## config.mk

```make
export PLATFORM = sky130hd
export DESIGN_NAME = avmm_burst_arbiter
export DESIGN_NICKNAME = d
export VERILOG_FILES = /design/src/rtl/avmm_arb_pkg.sv /design/src/rtl/rr_arbiter.sv /design/src/rtl/avmm_burst_arbiter.sv
export SDC_FILE = /design/constraint.sdc
export NUM_CORES = 1
export LEC_CHECK = 0
export ABC_CLOCK_PERIOD_IN_PS = 4800
export CAP_MARGIN = 25
export CORE_AREA = 2 2 324 326
export DETAILED_ROUTE_END_ITERATION = 16
export DIE_AREA = 0 0 326 328
export SYNTH_ARGS = -nofsm -noshare
export SYNTH_HDL_FRONTEND = slang
export SYNTH_SLANG_ARGS = --single-unit
```

## constraint.sdc

```tcl
create_clock -name clk -period 4.8 [get_ports clk]
set_clock_uncertainty 0.1 [all_clocks]
set_input_delay 0.48 -clock clk [delete_from_list [all_inputs] [get_ports clk]]
set_output_delay 0.48 -clock clk [all_outputs]
set_load 0.01 [all_outputs]
```

## src/rtl/avmm_arb_pkg.sv

```systemverilog
// rtl/avmm_arb_pkg.sv - shared types and default widths for the AVMM burst arbiter
package avmm_arb_pkg;

    typedef enum logic [1:0] {
        ST_IDLE    = 2'd0,
        ST_RD_CMD  = 2'd1,
        ST_RD_DATA = 2'd2,
        ST_WR      = 2'd3
    } arb_state_e;

    localparam int DEF_NUM_CH  = 2;
    localparam int DEF_DATA_W  = 128;
    localparam int DEF_ADDR_W  = 32;
    localparam int DEF_BURST_W = 11;

endpackage

```

## src/rtl/rr_arbiter.sv

```systemverilog
// rtl/rr_arbiter.sv - combinational round-robin pick: first requester at or after ptr
module rr_arbiter #(
    parameter int NUM_CH = 2,
    localparam int PW    = $clog2(NUM_CH)
) (
    input  logic [NUM_CH-1:0] req,
    input  logic [PW-1:0]     ptr,
    output logic              gnt_valid,
    output logic [PW-1:0]     gnt_idx
);

    // Scan from the farthest offset down so the nearest requester wins last.
    always_comb begin
        gnt_valid = 1'b0;
        gnt_idx   = '0;
        for (int i = NUM_CH - 1; i >= 0; i--) begin
            if (req[(int'(ptr) + i) % NUM_CH]) begin
                gnt_valid = 1'b1;
                gnt_idx   = PW'((int'(ptr) + i) % NUM_CH);
            end
        end
    end

endmodule

```

## src/rtl/avmm_burst_arbiter.sv

```systemverilog
// rtl/avmm_burst_arbiter.sv - NUM_CH-to-1 Avalon-MM burst arbiter, one burst in flight
module avmm_burst_arbiter
    import avmm_arb_pkg::*;
#(
    parameter int NUM_CH  = DEF_NUM_CH,
    parameter int DATA_W  = DEF_DATA_W,
    parameter int ADDR_W  = DEF_ADDR_W,
    parameter int BURST_W = DEF_BURST_W
) (
    input  logic                           clk,
    input  logic                           rst,
    input  logic [NUM_CH-1:0]              s_read,
    input  logic [NUM_CH-1:0]              s_write,
    input  logic [NUM_CH*ADDR_W-1:0]       s_address,
    input  logic [NUM_CH*BURST_W-1:0]      s_burstcount,
    input  logic [NUM_CH*DATA_W-1:0]       s_writedata,
    input  logic [NUM_CH*(DATA_W/8)-1:0]   s_byteenable,
    output logic [NUM_CH-1:0]              s_waitrequest,
    output logic [DATA_W-1:0]              s_readdata,
    output logic [NUM_CH-1:0]              s_readdatavalid,
    output logic                           m_read,
    output logic                           m_write,
    output logic [ADDR_W-1:0]              m_address,
    output logic [BURST_W-1:0]             m_burstcount,
    output logic [DATA_W-1:0]              m_writedata,
    output logic [DATA_W/8-1:0]            m_byteenable,
    input  logic                           m_waitrequest,
    input  logic [DATA_W-1:0]              m_readdata,
    input  logic                           m_readdatavalid,
    output logic [$clog2(NUM_CH)-1:0]      grant_ch,
    output logic                           busy
);

    localparam int PW   = $clog2(NUM_CH);
    localparam int BE_W = DATA_W / 8;

    arb_state_e           state_q, state_d;
    logic [PW-1:0]        grant_q, grant_d;
    logic [ADDR_W-1:0]    addr_q, addr_d;
    logic [BURST_W-1:0]   burst_q, burst_d;
    logic [BURST_W-1:0]   cnt_q, cnt_d;
    logic [PW-1:0]        rr_ptr_q, rr_ptr_d;

    logic                 arb_valid;
    logic [PW-1:0]        arb_idx;
    logic [BURST_W-1:0]   win_burst;
    logic [PW-1:0]        next_ptr;
    logic                 last_beat;

    rr_arbiter #(.NUM_CH(NUM_CH)) u_rr (
        .req       (s_read | s_write),
        .ptr       (rr_ptr_q),
        .gnt_valid (arb_valid),
        .gnt_idx   (arb_idx)
    );

    assign win_burst = s_burstcount[int'(arb_idx)*BURST_W +: BURST_W];
    assign next_ptr  = (grant_q == PW'(NUM_CH - 1)) ? '0 : grant_q + PW'(1);
    assign last_beat = (cnt_q + BURST_W'(1)) == burst_q;

    always_ff @(posedge clk) begin
        if (rst) begin
            state_q  <= ST_IDLE;
            grant_q  <= '0;
            addr_q   <= '0;
            burst_q  <= '0;
            cnt_q    <= '0;
            rr_ptr_q <= '0;
        end else begin
            state_q  <= state_d;
            grant_q  <= grant_d;
            addr_q   <= addr_d;
            burst_q  <= burst_d;
            cnt_q    <= cnt_d;
            rr_ptr_q <= rr_ptr_d;
        end
    end

    // A zero burstcount is latched as 1 so the beat counter always terminates.
    always_comb begin
        state_d  = state_q;
        grant_d  = grant_q;
        addr_d   = addr_q;
        burst_d  = burst_q;
        cnt_d    = cnt_q;
        rr_ptr_d = rr_ptr_q;
        case (state_q)
            ST_IDLE: begin
                if (arb_valid) begin
                    grant_d = arb_idx;
                    addr_d  = s_address[int'(arb_idx)*ADDR_W +: ADDR_W];
                    burst_d = (win_burst == '0) ? BURST_W'(1) : win_burst;
                    cnt_d   = '0;
                    state_d = s_read[arb_idx] ? ST_RD_CMD : ST_WR;
                end
            end
            ST_RD_CMD: begin
                if (!m_waitrequest) begin
                    cnt_d   = '0;
                    state_d = ST_RD_DATA;
                end
            end
            ST_RD_DATA: begin
                if (m_readdatavalid) begin
                    cnt_d = cnt_q + BURST_W'(1);
                    if (last_beat) begin
                        state_d  = ST_IDLE;
                        rr_ptr_d = next_ptr;
                    end
                end
            end
            ST_WR: begin
                if (s_write[grant_q] && !m_waitrequest) begin
                    cnt_d = cnt_q + BURST_W'(1);
                    if (last_beat) begin
                        state_d  = ST_IDLE;
                        rr_ptr_d = next_ptr;
                    end
                end
            end
            default: state_d = ST_IDLE;
        endcase
    end

    always_comb begin
        s_waitrequest   = '1;
        s_readdatavalid = '0;
        m_read          = 1'b0;
        m_write         = 1'b0;
        case (state_q)
            ST_RD_CMD: begin
                m_read                 = 1'b1;
                s_waitrequest[grant_q] = m_waitrequest;
            end
            ST_RD_DATA: s_readdatavalid[grant_q] = m_readdatavalid;
            ST_WR: begin
                m_write                = s_write[grant_q];
                s_waitrequest[grant_q] = m_waitrequest;
            end
            default: ;
        endcase
    end

    assign m_address    = addr_q;
    assign m_burstcount = burst_q;
    assign m_writedata  = s_writedata[int'(grant_q)*DATA_W +: DATA_W];
    assign m_byteenable = s_byteenable[int'(grant_q)*BE_W +: BE_W];
    assign s_readdata   = m_readdata;
    assign grant_ch     = grant_q;
    assign busy         = (state_q != ST_IDLE);

endmodule

```

# == After elaboration in Yosys (flattened, before gate mapping) ==
# Index checks and enable logic that the tools add are counted.
# totals
reg_bits,58
latch_bits,0
ram_bits,0
mem_bits_ro,0
in_bits,510
out_inout_bits,323
elab_cells,80
n_memories,0
# classes
addsub,3
multipliers,1
div_mod_pow,0
order_cmp,5
n_eq_ne,8
shift,4
mux,37
bitwise_logic,5
n_reduce_logical,11
# op_table
op,count
256-bit by 9-bit indexed part select with 128-bit output,1
64-bit by 7-bit indexed part select with 32-bit output,1
11-bit two-way mux,5
11-bit one-hot mux with 4 select lines,1
32-bit by 6-bit indexed part select with 16-bit output,1
22-bit by 6-bit indexed part select with 11-bit output,1
1-bit two-way mux,20
2-bit two-way mux,8
11-bit by 1-bit adder with 11-bit output (second input constant),1
11-bit equality test,1
11-bit zero test,1
2-bit != test (second input constant),4
2-bit one-hot mux with 4 select lines,1
1-bit by 2-bit < comparator with 1-bit output (second input constant),3
1-bit by 4-bit multiplier with 5-bit output (second input constant),1
2-bit equality test (second input constant),2
2-bit OR,2
4-bit AND reduction,1
2-bit nonzero test,2
2-bit by 3-bit < comparator with 1-bit output (second input constant),1
3-bit AND reduction,1
1-bit adder (second input constant),2
2-bit bitwise AND,1
2-bit by 1-bit equality test with 1-bit output (second input constant),1
other kinds (10),11

# == Longest topological paths before layout ==
# logic_depth
ltp_word,12
depth_mapped,8
ltp_nobuf,7

# == By module ==
# From an unflattened synthesis, not the netlist that was laid out.
# unflattened
cells_unflattened,661
hier_area_um2,5784.3
# by_module_without_submodules
module,n_inst,cells_per_inst,area_per_inst_um2,seq_area_each_um2
avmm_burst_arbiter,1,658,5766.8,1161.1
rr_arbiter,1,3,17.5,0.0

# == Worst setup path before layout ==
# No wires, ideal clock.
# synth_timing
kind,flip-flop to output port
from,"register grant_q, in the netlist grant_ch"
to,output port m_byteenable[0]
t_arrival_ns,1.518
t_required_ns,4.220
setup_slack_ns,2.702
path_stages_with_launch,5
n_path_buf,3
cell_sequence,dfxtp_1 buf_4 clkbuf_1 clkbuf_1 mux2_2
# synth_between
elab_chain_len,1
# synth_lines
element,line_no,rtl
"start, declared",avmm_burst_arbiter.sv:38,"logic [PW-1:0] grant_q, grant_d;"
"start signal, assigned",avmm_burst_arbiter.sv:71,grant_q <= grant_d;
32-bit by 6-bit indexed part select with 16-bit output,avmm_burst_arbiter.sv:147,assign m_byteenable = s_byteenable[int'(grant_q)*BE_W +: BE_W];
"end, declared",avmm_burst_arbiter.sv:26,"output logic [DATA_W/8-1:0] m_byteenable,"
# No other way between the ends.

# == Worst setup path after layout ==
# layout_timing
from,"register grant_q, in the netlist grant_ch"
to,output port m_writedata[107]
# layout_between
elab_chain_len,1
# layout_lines
element,line_no,rtl
256-bit by 9-bit indexed part select with 128-bit output,avmm_burst_arbiter.sv:146,assign m_writedata = s_writedata[int'(grant_q)*DATA_W +: DATA_W];
"end, declared",avmm_burst_arbiter.sv:25,"output logic [DATA_W-1:0] m_writedata,"
# No other way between the ends.

==> out/qor.yml <==
run_status:
  status: "complete, no violations"
synth:
  syn_nets: 1155
  yosys.area.top_type: "mux2_2"
  yosys_warnings: 0
  syn_area_per_cell_um2: 8.90
  syn_area_um2: 5730
  synthDistinctLibCells: 48
  synth_seq_cells: 58
  yosys-top-cells-area: "mux2_2 (28%), dfxtp_1 (20%), buf_4 (17%)"
  yosys.area.top_type_share_pct: 28.3
  synth_flop_cell: "dfxtp_1"
  async_flop_share_pct: 0
  yosysSeqAreaShare_pct: 20.3
  synth_edf_count: 0
  synthCells: 644
run:
  max_cap_violations: 0
final_layout:
  fin_util_pct: 12.1
  register_area_um2: 1160
  fill_cells: 11800
  layout_common_cells: "clkdlybuf4s50_1 (575), mux2_2 (144), nor2_1 (60), dfxtp_1 (57), mux2i_1 (46)"
  multi_input_area_um2: 3410
  nets: 1580
  layout-drive-gt1-share_pct: 17.1
  final_common_cell: "clkdlybuf4s50_1"
  syn2layout_area_growth_pct: 118
pwr:
  sw_frac_of_total_pct: 34.2
  p_int_mw: 1.80
  comb_power_share_pct: 49.7
  p_clk_share_pct: 25.7
  vdd.ir_drop.worst_uv: 122
  p_leak_nw: 4.22
  pwr-share-seq_pct: 24.6
  power_density_nw_per_um2: 218
  power_switching_uw: 932
setup_path:
  cp_top_family: "buffers and inverters"
  path_cells: "buf_4, mux2_2, clkdlybuf4s50_1"
  startpoint_type: "register"
  path_max_fanout: 52
  crit_buf_inv: 2
  slowest_delay_ps: 820
  endpoint_kind: "output port"
  critical_path_required_ps: 4220
  arrival_ps: 2600
  r2r_slack_ps: 2040
  slowest_stage: "dfxtp_4"
  worstSetupPathType: "reg2out"
die:
  pin_count: 833
  num_rows: 118
  core_um2: 103000
  die_h_um: 328
  dieArea_um2: 107000
  initial_utilization_pct: 5.55
  fp.dieW_um: 326
timing:
  fin_crit_sh_pct: 66.3
  holdWs_ps: 397
  period_minus_slack_ps: 3180
  worst_slack_ps: 1620
  setup_viol: 0
  rsz0062_at_grt: "false"
  finalSetupTns_ps: 0
  timing.fmax_mhz: 314
  tightest_slew_ps: 973
  hold_viol: 0
  slew_viol_final: 0
  slew_headroom_pct: 35.1
global_routing:
  grtUsageTotal_pct: 9.10
  gr-total-overflow: 0
  antenna_found_initial: 54
  grt_pass1_vias: 6787
  grt_pass1_wl_um: 64000
  grt_max_degree: 87
clock_tree:
  clock_tree.buffer_depth: 2
  post_cts_buffers: 0
  cts_tree: "done"
  cts_buffers: 9
  clk_pin_slew_ps: 60
  cts_num_sinks: 58
  cts_resized: 0
  htreeDepth: 3
  clk_latency_ps: 360
  hold_buffers: 0
  cts_root_buf: "clkbuf_16"
detailed_routing:
  dr.first_iter.drc_count: 204
  antenna_left: 0
  first_pass_iters: 6
  wirelength_um: 51400
  drc: 0
  drt-wirelength-per-cell_um: 20.9
  num_vias: 6752
  vias_per_cell: 2.75
placement:
  hpwl_um: 46600
  place_congestion: 0.780
  pre_cts_ws_ps: 1810
  numPortBuffers: 576
min_path:
  hp-class: "reg2reg"
==> flip-flops by register name, indices dropped and copies added (netlist names) <==
name and count:
m_address 32, cnt_q 11, m_burstcount 11, grant_ch 1, state_q 2, rr_ptr_q 1
==> power groups by stage <==
stage                     clock [mW]  sequential (mW)  combinational [mW]
after CTS                      0.739            0.676                1.37
after floorplan                    0            0.661               0.633
after detailed placement           0            0.686                1.37
after global routing           0.754            0.687                1.45
after global placement             0            0.683                1.36
final                          0.701            0.671                1.36
==> Yosys cell counts (2+ instances only) <==
| cell type | n |
|---|---|
| nor3_1 | 5 |
| nor4_1 | 5 |
| mux2_2 | 144 |
| nor2_1 | 61 |
| buf_2 | 13 |
| nand4_1 | 2 |
| and2_1 | 2 |
| a211oi_1 | 44 |
| buf_4 | 129 |
| o21ai_0 | 10 |
| buf_1 | 3 |
| nor3b_1 | 3 |
| nand2_1 | 9 |
| nand3b_1 | 4 |
| xor2_1 | 3 |
| xnor2_1 | 9 |
| and4_1 | 2 |
| a21oi_2 | 2 |
| inv_1 | 3 |
| dfxtp_1 | 58 |
| nand2b_1 | 2 |
| nand3_1 | 7 |
| mux2i_1 | 46 |
| or3_1 | 6 |
| clkbuf_1 | 28 |
| a21oi_1 | 17 |
| a31oi_1 | 5 |
| and3_1 | 2 |
==> cells by family after synthesis <==
| group | share of synthesized area [%] |
|---|---|
| compound gates | 10.7 |
| xor+xnor | 1.83 |
| fa+ha+maj | 0.218 |
| buf+inv | 20.6 |
| flops | 20.3 |
| mux | 36.3 |
| simple gates | 10.1 |
==> final cells by class <==
type                    count  share of cell area (%)
repair buffers            589                    47.1
multi-input cells         408                    27.3
well taps                1380                    13.8
flip-flops and latches     58                    9.32
clock buffers              10                    1.91
clock inverters             5                   0.440
inverters                   3                  0.0901
diodes                      4                  0.0801
==> worst register-to-register path: stages (launching register included) <==
cell and delay, ps:
dfxtp_1 720, inv_1 370, a211oi_1 330, a21oi_2 180
or2_4 320, or4_1 500, a21oi_1 160
==> worst paths after layout <==
check,end,start,depth (start not counted)
worst min register to register,m_address[9],m_address[9],2
worst max register to register,cnt_q[6],state_q[1],6
worst min-delay path,m_address[9],m_address[9],2
worst max-delay path,m_writedata[107],grant_ch,3
==> stage by stage <==
step / cell area, µm² / cells / total power, mW
floorplan: 5730 / 644 / 1.29
global placement: 12200 / 2438 / 2.04
detailed placement: 12200 / 2438 / 2.05
CTS: 12500 / 2453 / 2.79
global route: 12500 / 2455 / 2.89
finish: 12500 / 2457 / 2.73
==> routing by layer <==
layer	wire length, µm	track usage [%]	share of wire (%)	vias up
met1	21300	10.9	41	2962
met2	21300	13.6	41	579
met4	1860	2.82	3.6	32
met3	6760	5.35	13	155
met5	198	0	0.39	-
li1	-	-	-	3024
No activity file was read; power rests on OpenSTA's default activity.
